==> config.mk <==
export PLATFORM = sky130hd
export DESIGN_NAME = pulse_window_counter
export DESIGN_NICKNAME = d
export VERILOG_FILES = /design/src/rtl/pulse_window_counter.sv
export SDC_FILE = /design/constraint.sdc
export NUM_CORES = 1
export LEC_CHECK = 0
export CORE_MARGIN = 2
export CORE_UTILIZATION = 55
export DETAILED_ROUTE_END_ITERATION = 16
export GPL_TIMING_DRIVEN = 0
export PLACE_DENSITY_LB_ADDON = 0.15
export SYNTH_ARGS = -nofsm -noshare
export SYNTH_HDL_FRONTEND = slang
export SYNTH_SLANG_ARGS = --single-unit
==> constraint.sdc <==
create_clock -name clk -period 2.6 [get_ports clk]
set_input_delay 0.65 -clock clk [delete_from_list [all_inputs] [get_ports clk]]
set_output_delay 0.65 -clock clk [all_outputs]
set_load 0.05 [all_outputs]
==> src/rtl/pulse_window_counter.sv <==
// Counts synchronized rising edges of pulse_in over fixed WINDOW-cycle windows; result registered 1 cycle after close.
// One-entry result holder: an unconsumed result is overwritten by the next close and flagged with overrun.
module pulse_window_counter #(
    parameter int WINDOW = 16,
    parameter int CNT_W  = 8
) (
    input  logic             clk,
    input  logic             rst,
    input  logic             pulse_in,
    output logic [CNT_W-1:0] cnt_out,
    output logic             sat,
    output logic             overrun,
    output logic             cnt_valid,
    input  logic             cnt_ready
);
    localparam int               TMR_W    = $clog2(WINDOW);
    localparam logic [TMR_W-1:0] TMR_LAST = TMR_W'(WINDOW - 1);
    localparam logic [CNT_W-1:0] CNT_MAX  = '1;

    typedef enum logic {EMPTY, FULL} state_t;

    logic             s1_q, s2_q, s3_q;
    logic             rise;
    logic [TMR_W-1:0] tmr_q, tmr_d;
    logic [CNT_W-1:0] acc_q, acc_d;
    logic             acc_sat_q, acc_sat_d;
    logic             close;
    logic             acc_full;
    logic [CNT_W-1:0] cap_cnt;
    logic             cap_sat;
    state_t           state_q;

    assign rise     = s2_q & ~s3_q;
    assign close    = (tmr_q == TMR_LAST);
    assign acc_full = (acc_q == CNT_MAX);

    // A rise on the closing cycle belongs to the closing window.
    assign cap_cnt = (rise && !acc_full) ? acc_q + CNT_W'(1) : acc_q;
    assign cap_sat = acc_sat_q | (rise & acc_full);

    always_comb begin
        tmr_d     = close ? '0 : tmr_q + TMR_W'(1);
        acc_d     = acc_q;
        acc_sat_d = acc_sat_q;
        if (close) begin
            acc_d     = '0;
            acc_sat_d = 1'b0;
        end else if (rise) begin
            if (acc_full) begin
                acc_sat_d = 1'b1;
            end else begin
                acc_d = acc_q + CNT_W'(1);
            end
        end
    end

    always_ff @(posedge clk or negedge rst) begin
        if (!rst) begin
            s1_q      <= 1'b0;
            s2_q      <= 1'b0;
            s3_q      <= 1'b0;
            tmr_q     <= '0;
            acc_q     <= '0;
            acc_sat_q <= 1'b0;
        end else begin
            s1_q      <= pulse_in;
            s2_q      <= s1_q;
            s3_q      <= s2_q;
            tmr_q     <= tmr_d;
            acc_q     <= acc_d;
            acc_sat_q <= acc_sat_d;
        end
    end

    always_ff @(posedge clk or negedge rst) begin
        if (!rst) begin
            state_q   <= EMPTY;
            cnt_out   <= '0;
            sat       <= 1'b0;
            overrun   <= 1'b0;
            cnt_valid <= 1'b0;
        end else begin
            case (state_q)
                EMPTY: begin
                    if (close) begin
                        state_q   <= FULL;
                        cnt_valid <= 1'b1;
                        cnt_out   <= cap_cnt;
                        sat       <= cap_sat;
                        overrun   <= 1'b0;
                    end
                end
                FULL: begin
                    if (close) begin
                        cnt_out <= cap_cnt;
                        sat     <= cap_sat;
                        overrun <= ~cnt_ready;
                    end else if (cnt_ready) begin
                        state_q   <= EMPTY;
                        cnt_valid <= 1'b0;
                    end
                end
                default: begin
                    state_q   <= EMPTY;
                    cnt_valid <= 1'b0;
                end
            endcase
        end
    end
endmodule
==> results of run 1 <==
logic make-up (layout without fill, tap and decap cells):
kind of cell / count (synthesis) / count (layout) / share of synthesized area
flops: 28 / 28 / 0.588
compound gates: 21 / 21 / 0.0955
mux: 4 / 4 / 0.0346
simple gates: 45 / 45 / 0.206
xor+xnor: 4 / 4 / 0.0294
buf+inv: 6 / 24 / 0.0262
fa+ha+maj: 2 / 2 / 0.0210
power groups by stage:
stage	logic, mW	clock network [mW]	registers (mW)
after floorplan	0.0329	0	0.616
final	0.236	0.210	0.491
after global placement	0.237	0	0.499
after CTS	0.239	0.213	0.492
after global routing	0.251	0.227	0.495
after detailed placement	0.238	0	0.499
flip-flops by register name (all words and copies together) (netlist names):
| signal | flops |
|---|---|
| acc_q | 8 |
| cnt_out | 8 |
| tmr_q | 4 |
| acc_sat_q | 1 |
| cnt_valid | 1 |
| overrun | 1 |
| s1_q | 1 |
| s2_q | 1 |
| s3_q | 1 |
| sat | 1 |
| state_q | 1 |
area by class of cell:
cell class                      instances  area, sq um
Fill cell                             155          604
Buffer                                  4         23.8
Timing Repair Buffer                   14          135
Inverter                                2         7.51
Tap cell                               27         33.8
Sequential cell                        28          701
Multi-Input combinational cell         76          460
Clock buffer                            4         36.3
stage by stage:
step / util / cells / area [sq um] / power (mW) / setup WS [ns]
finish: 0.698 / 155 / 1400 / 0.937 / 0.421
global route: 0.698 / 155 / 1400 / 0.973 / 0.374
CTS: 0.701 / 155 / 1400 / 0.944 / 0.416
detailed placement: 0.683 / 151 / 1370 / 0.737 / 0.492
global placement: 0.683 / 151 / 1370 / 0.736 / 0.520
floorplan: - / 110 / 1190 / 0.649 / 1.17
how the worst max path moves through the flow:
| stage | slack, ns | start | depth (start not counted) | to |
|---|---|---|---|---|
| after floorplan | 1.17 | acc_q[0] | 5 | acc_q[3] |
| after global placement | 0.52 | rst | 1 | tmr_q[2] |
| after detailed placement | 0.49 | rst | 1 | tmr_q[2] |
| after CTS | 0.42 | cnt_valid | 1 | cnt_valid |
| after global routing | 0.37 | cnt_valid | 1 | cnt_valid |
| final | 0.42 | cnt_valid | 1 | cnt_valid |
layer usage:
layer	routed length (um)	up-vias
li1	-	421
met1	956	419
met2	940	13
met3	60	2
met4	19	0
met5	0	-
cells in the mapped netlist (all sizes together):
master,count,area share
a211oi,1,0.0063
a21oi,6,0.025
a31oi,1,0.0052
and2,1,0.0052
and2b,1,0.0063
and3,2,0.010
and4,1,0.0084
and4b,1,0.0084
buf,2,0.014
clkbuf,2,0.0063
dfrtp,28,0.59
ha,2,0.021
inv,2,0.0063
mux2,1,0.0094
mux2i,3,0.025
nand2,15,0.047
nand2b,2,0.017
nand3,5,0.025
nand4,2,0.016
nand4b,1,0.0073
nor2,11,0.035
o211ai,2,0.013
o21ai,11,0.046
or3,1,0.0063
or3b,1,0.0073
or4,1,0.0063
xnor2,1,0.0073
xor2,3,0.022
==> results_dict.tcl, run 1 <==
set metrics [dict create \
    peakVddDrop_uv 602 \
    min_period_ns 2.18 \
    rrSetupSlack_ns 1.01 \
    synth-seq-area-share 0.588 \
    post_cts_buffers 0 \
    use_met3 0.0387 \
    avgSynthCellArea_sq_um 10.8 \
    gp_congestion 0.847 \
    final_common_cell "dfrtp_1" \
    path_cells "clkdlybuf4s50_1" \
    cts_buffers 3 \
    synthesis.area_sq_mm 0.00119 \
    p_per_area_mw_per_mm2 670 \
    overflow 0 \
    portBuffers 14 \
    cpMaxStageDelayCell "clkdlybuf4s50_1" \
    p_int_mw 0.635 \
    fp.dieArea_sq_mm 0.00256 \
    htreeDepth 1 \
    cts_resized 0 \
    rr_endpoint "cnt_out[3]" \
    timing.hold.ws_ns 0.301 \
    synth_nets 116 \
    crit_buf_inv 1 \
    grt_pass1_vias 823 \
    grt_first_pass_wirelength_um 3530 \
    seqPwrFrac 0.524 \
    p_sw_mw 0.302 \
    worst_slew_pin_slew_ns 0.586 \
    crit_path_end_kind "output pin" \
    comb_power_share 0.252 \
    postRouteAntennaNets 0 \
    root_buffer "clkbuf_4" \
    start_util 0.596 \
    synth-seq-cells 28 \
    crit_path_max_incr_delay_ns 0.81 \
    clock.fmax_ghz 0.459 \
    drt_iter0_drc 9 \
    rr_worst_depth 4 \
    relSlewSlack 0.610 \
    min_path_type "in -> async" \
    cap_violations 0 \
    drive_gt1_frac 0.102 \
    io_pins 15 \
    nets 135 \
    setup_viol_count_final 0 \
    p_sw_frac 0.322 \
    drv_slew 0 \
    die_width_um 50.6 \
    path_class "reg -> out" \
    track_usage 0.181 \
    rows 16 \
    diodes 0 \
    drt_pass1_iterations 4 \
    drcViolationCount 0 \
    tritoncts "built" \
    antenna_found_initial 0 \
    fin_setup_tns_ns 0 \
    skew_ns 0.00461 \
    routed_via_density 5.52 \
    core_area_sq_mm 0.00200 \
    finalHoldViolCount 0 \
    vias 855 \
    layout_common_cells "28 x dfrtp_1, 15 x nand2_1, 13 x clkdlybuf4s50_1" \
    outcome "complete, no violations" \
    ctsHoldBuffers 0 \
    routed_wl_um 1980 \
    gr-usage-met1 0.232 \
    synth_cell_types 33 \
    worst_setup_path_start_kind "flop" \
    clkTransAtPathRegs_ns 0.15 \
    min_period_over_period 0.838 \
    arrival_ns 1.53 \
    worstPathRequired_ns 1.95 \
    critPathMaxFanout 3 \
    r2r_start "tmr_q[0]" \
    crit_family "buffers and inverters" \
    rsz0062_at_grt "false" \
    syn_inst 110 \
    cts.sinks 28 \
    cts_max_path_buffers 2 \
    grt.busiest_layer "met2" \
    p_leak_nw 0.661 \
    grt_use_met2 0.316 \
    yosysWarnings 0 \
    clockPowerShare 0.225 \
    area_delta_synth_final_pct 17.2 \
    die_y_um 50.6 \
    wl_per_cell_um 12.8 \
    grt_max_degree 29 \
    clk_latency_ns 0.33 \
]
Note: power is estimated with default switching activity, not from simulation.
==> run 2, diff against run 1 <==
--- a/config.mk
+++ b/config.mk
@@ -6,7 +6,7 @@
 export NUM_CORES = 1
 export LEC_CHECK = 0
 export CORE_MARGIN = 2
-export CORE_UTILIZATION = 55
+export CORE_UTILIZATION = 48
 export DETAILED_ROUTE_END_ITERATION = 16
 export GPL_TIMING_DRIVEN = 0
 export PLACE_DENSITY_LB_ADDON = 0.15
==> constraint.sdc (replaced) <==
create_clock -name clk -period 1.8 [get_ports clk]
set_input_delay 0.45 -clock clk [delete_from_list [all_inputs] [get_ports clk]]
set_output_delay 0.45 -clock clk [all_outputs]
set_load 0.05 [all_outputs]
==> results_dict.tcl, run 2 (synthesis gave the netlist of run 1 again) <==
set metrics [dict create \
    outcome "complete, no violations" \
    start_util 0.495 \
    root_buffer "clkbuf_4" \
    drcViolationCount 0 \
    worst_setup_path_start_kind "flop" \
    p_leak_nw 0.707 \
    drt_iter0_drc 11 \
    arrival_ns 1.27 \
    cts_buffers 3 \
    routed_via_density 5.39 \
    crit_family "buffers and inverters" \
    crit_buf_inv 1 \
    peakVddDrop_uv 672 \
    track_usage 0.182 \
    utilization 0.583 \
    fillers 211 \
    grt_first_pass_wirelength_um 3680 \
    die_width_um 53.8 \
    rsz0062_at_grt "false" \
    grt_max_degree 29 \
    vias 852 \
    nets 135 \
    rr_endpoint "cnt_out[1]" \
    path_class "reg -> out" \
    r2r_start "tmr_q[0]" \
    p_per_area_mw_per_mm2 1020 \
    setup_viol_count_final 0 \
    min_period_ns 1.72 \
    final_common_cell "dfrtp_1" \
    drive_gt1_frac 0.102 \
    die_y_um 53.8 \
    crit_path_max_incr_delay_ns 0.53 \
    cpMaxStageDelayCell "dlygate4sd2_1" \
    critPathMaxFanout 3 \
    path_cells "dlygate4sd2_1" \
    top_regs "acc_q x8, cnt_out x8, tmr_q x4" \
    power_mw 1.43 \
    cts_max_path_buffers 2 \
    core_area_sq_mm 0.00241 \
    post_cts_buffers 0 \
    worstPathRequired_ns 1.35 \
    htreeDepth 1 \
    clkTransAtPathRegs_ns 0.16 \
    tritoncts "built" \
    overflow 0 \
    skew_ns 0.0185 \
    rows 18 \
    postRouteAntennaNets 0 \
    fin_setup_tns_ns 0 \
    antenna_found_initial 0 \
    routed_wl_um 2200 \
    cap_violations 0 \
    clock.fmax_ghz 0.581 \
    io_pins 15 \
    gp_congestion 0.855 \
    min_period_over_period 0.956 \
    diodes 0 \
    drt_pass1_iterations 4 \
    grt_pass1_vias 810 \
    rrSetupSlack_ns 0.15 \
    layout_common_cells "28 x dfrtp_1, 15 x nand2_1, 11 x nor2_1, 11 x dlygate4sd2_1, 8 x o21ai_0" \
    cts.sinks 28 \
    area_delta_synth_final_pct 17.7 \
    timing.hold.ws_ns 0.0840 \
    dp_hpwl_um 1570 \
    clk_latency_ns 0.34 \
    min_path_type "in -> async" \
    rr_worst_depth 5 \
    wl_per_cell_um 13.9 \
    relSlewSlack 0.602 \
    finalHoldViolCount 0 \
    portBuffers 14 \
    worst_slew_pin_slew_ns 0.597 \
    drv_slew 0 \
    fp.dieArea_sq_mm 0.00290 \
    crit_path_end_kind "output pin" \
]
run 2: report_power, final:
group | switching [mW] | leakage [nW] | total, mW | internal [mW]
combinational | 0.229 | 0.312 | 0.307 | 0.0774
clock | 0.188 | 0.0279 | 0.413 | 0.226
sequential | 0.0263 | 0.368 | 0.708 | 0.682
total | 0.443 | 0.707 | 1.43 | 0.985
run 2: layer usage:
metal,share of wire,track usage,vias up
met3,0.031,0.0250,4
met2,0.50,0.309,14
met5,0,0,-
li1,-,-,416
met1,0.45,0.226,418
met4,0.015,0.0897,0
run 2: per-stage QoR:
step,setup WS (ns),instance area (sq um),instances
3_5_place_dp,-0.138,1370,154
4_1_cts,0.0728,1410,158
3_3_place_gp,-0.118,1370,154
2_1_floorplan,0.374,1190,110
6_report,0.0800,1400,158
5_1_grt,0.0168,1400,158
run 2: worst max path at each step:
stage               slack (ns)  depth (start not counted)         to       from
finish                    0.08                          1  cnt_valid  cnt_valid
global route              0.02                          1  cnt_valid  cnt_valid
CTS                       0.07                          1  cnt_valid  cnt_valid
detailed placement       -0.14                          1   tmr_q[2]        rst
global placement         -0.12                          1   tmr_q[1]        rst
floorplan                 0.37                          5   acc_q[3]   acc_q[0]
run 2: cell type report:
class	instances	area [sq um]	area share
sequential	28	701	0.499
timing repair buffer	14	121	0.0865
clock buffer	3	22.5	0.0160
buffer	4	23.8	0.0169
multi-input combinational	76	460	0.328
tap	30	37.5	0.0267
clock inverter	1	30.0	0.0214
inverter	2	7.51	0.00535
run 2: what timing repair did:
item	CTS	global route
hold buffers	0	0
resized for setup	11	0
setup endpoints to repair	11	0
endpoints found under the hold margin	0	0
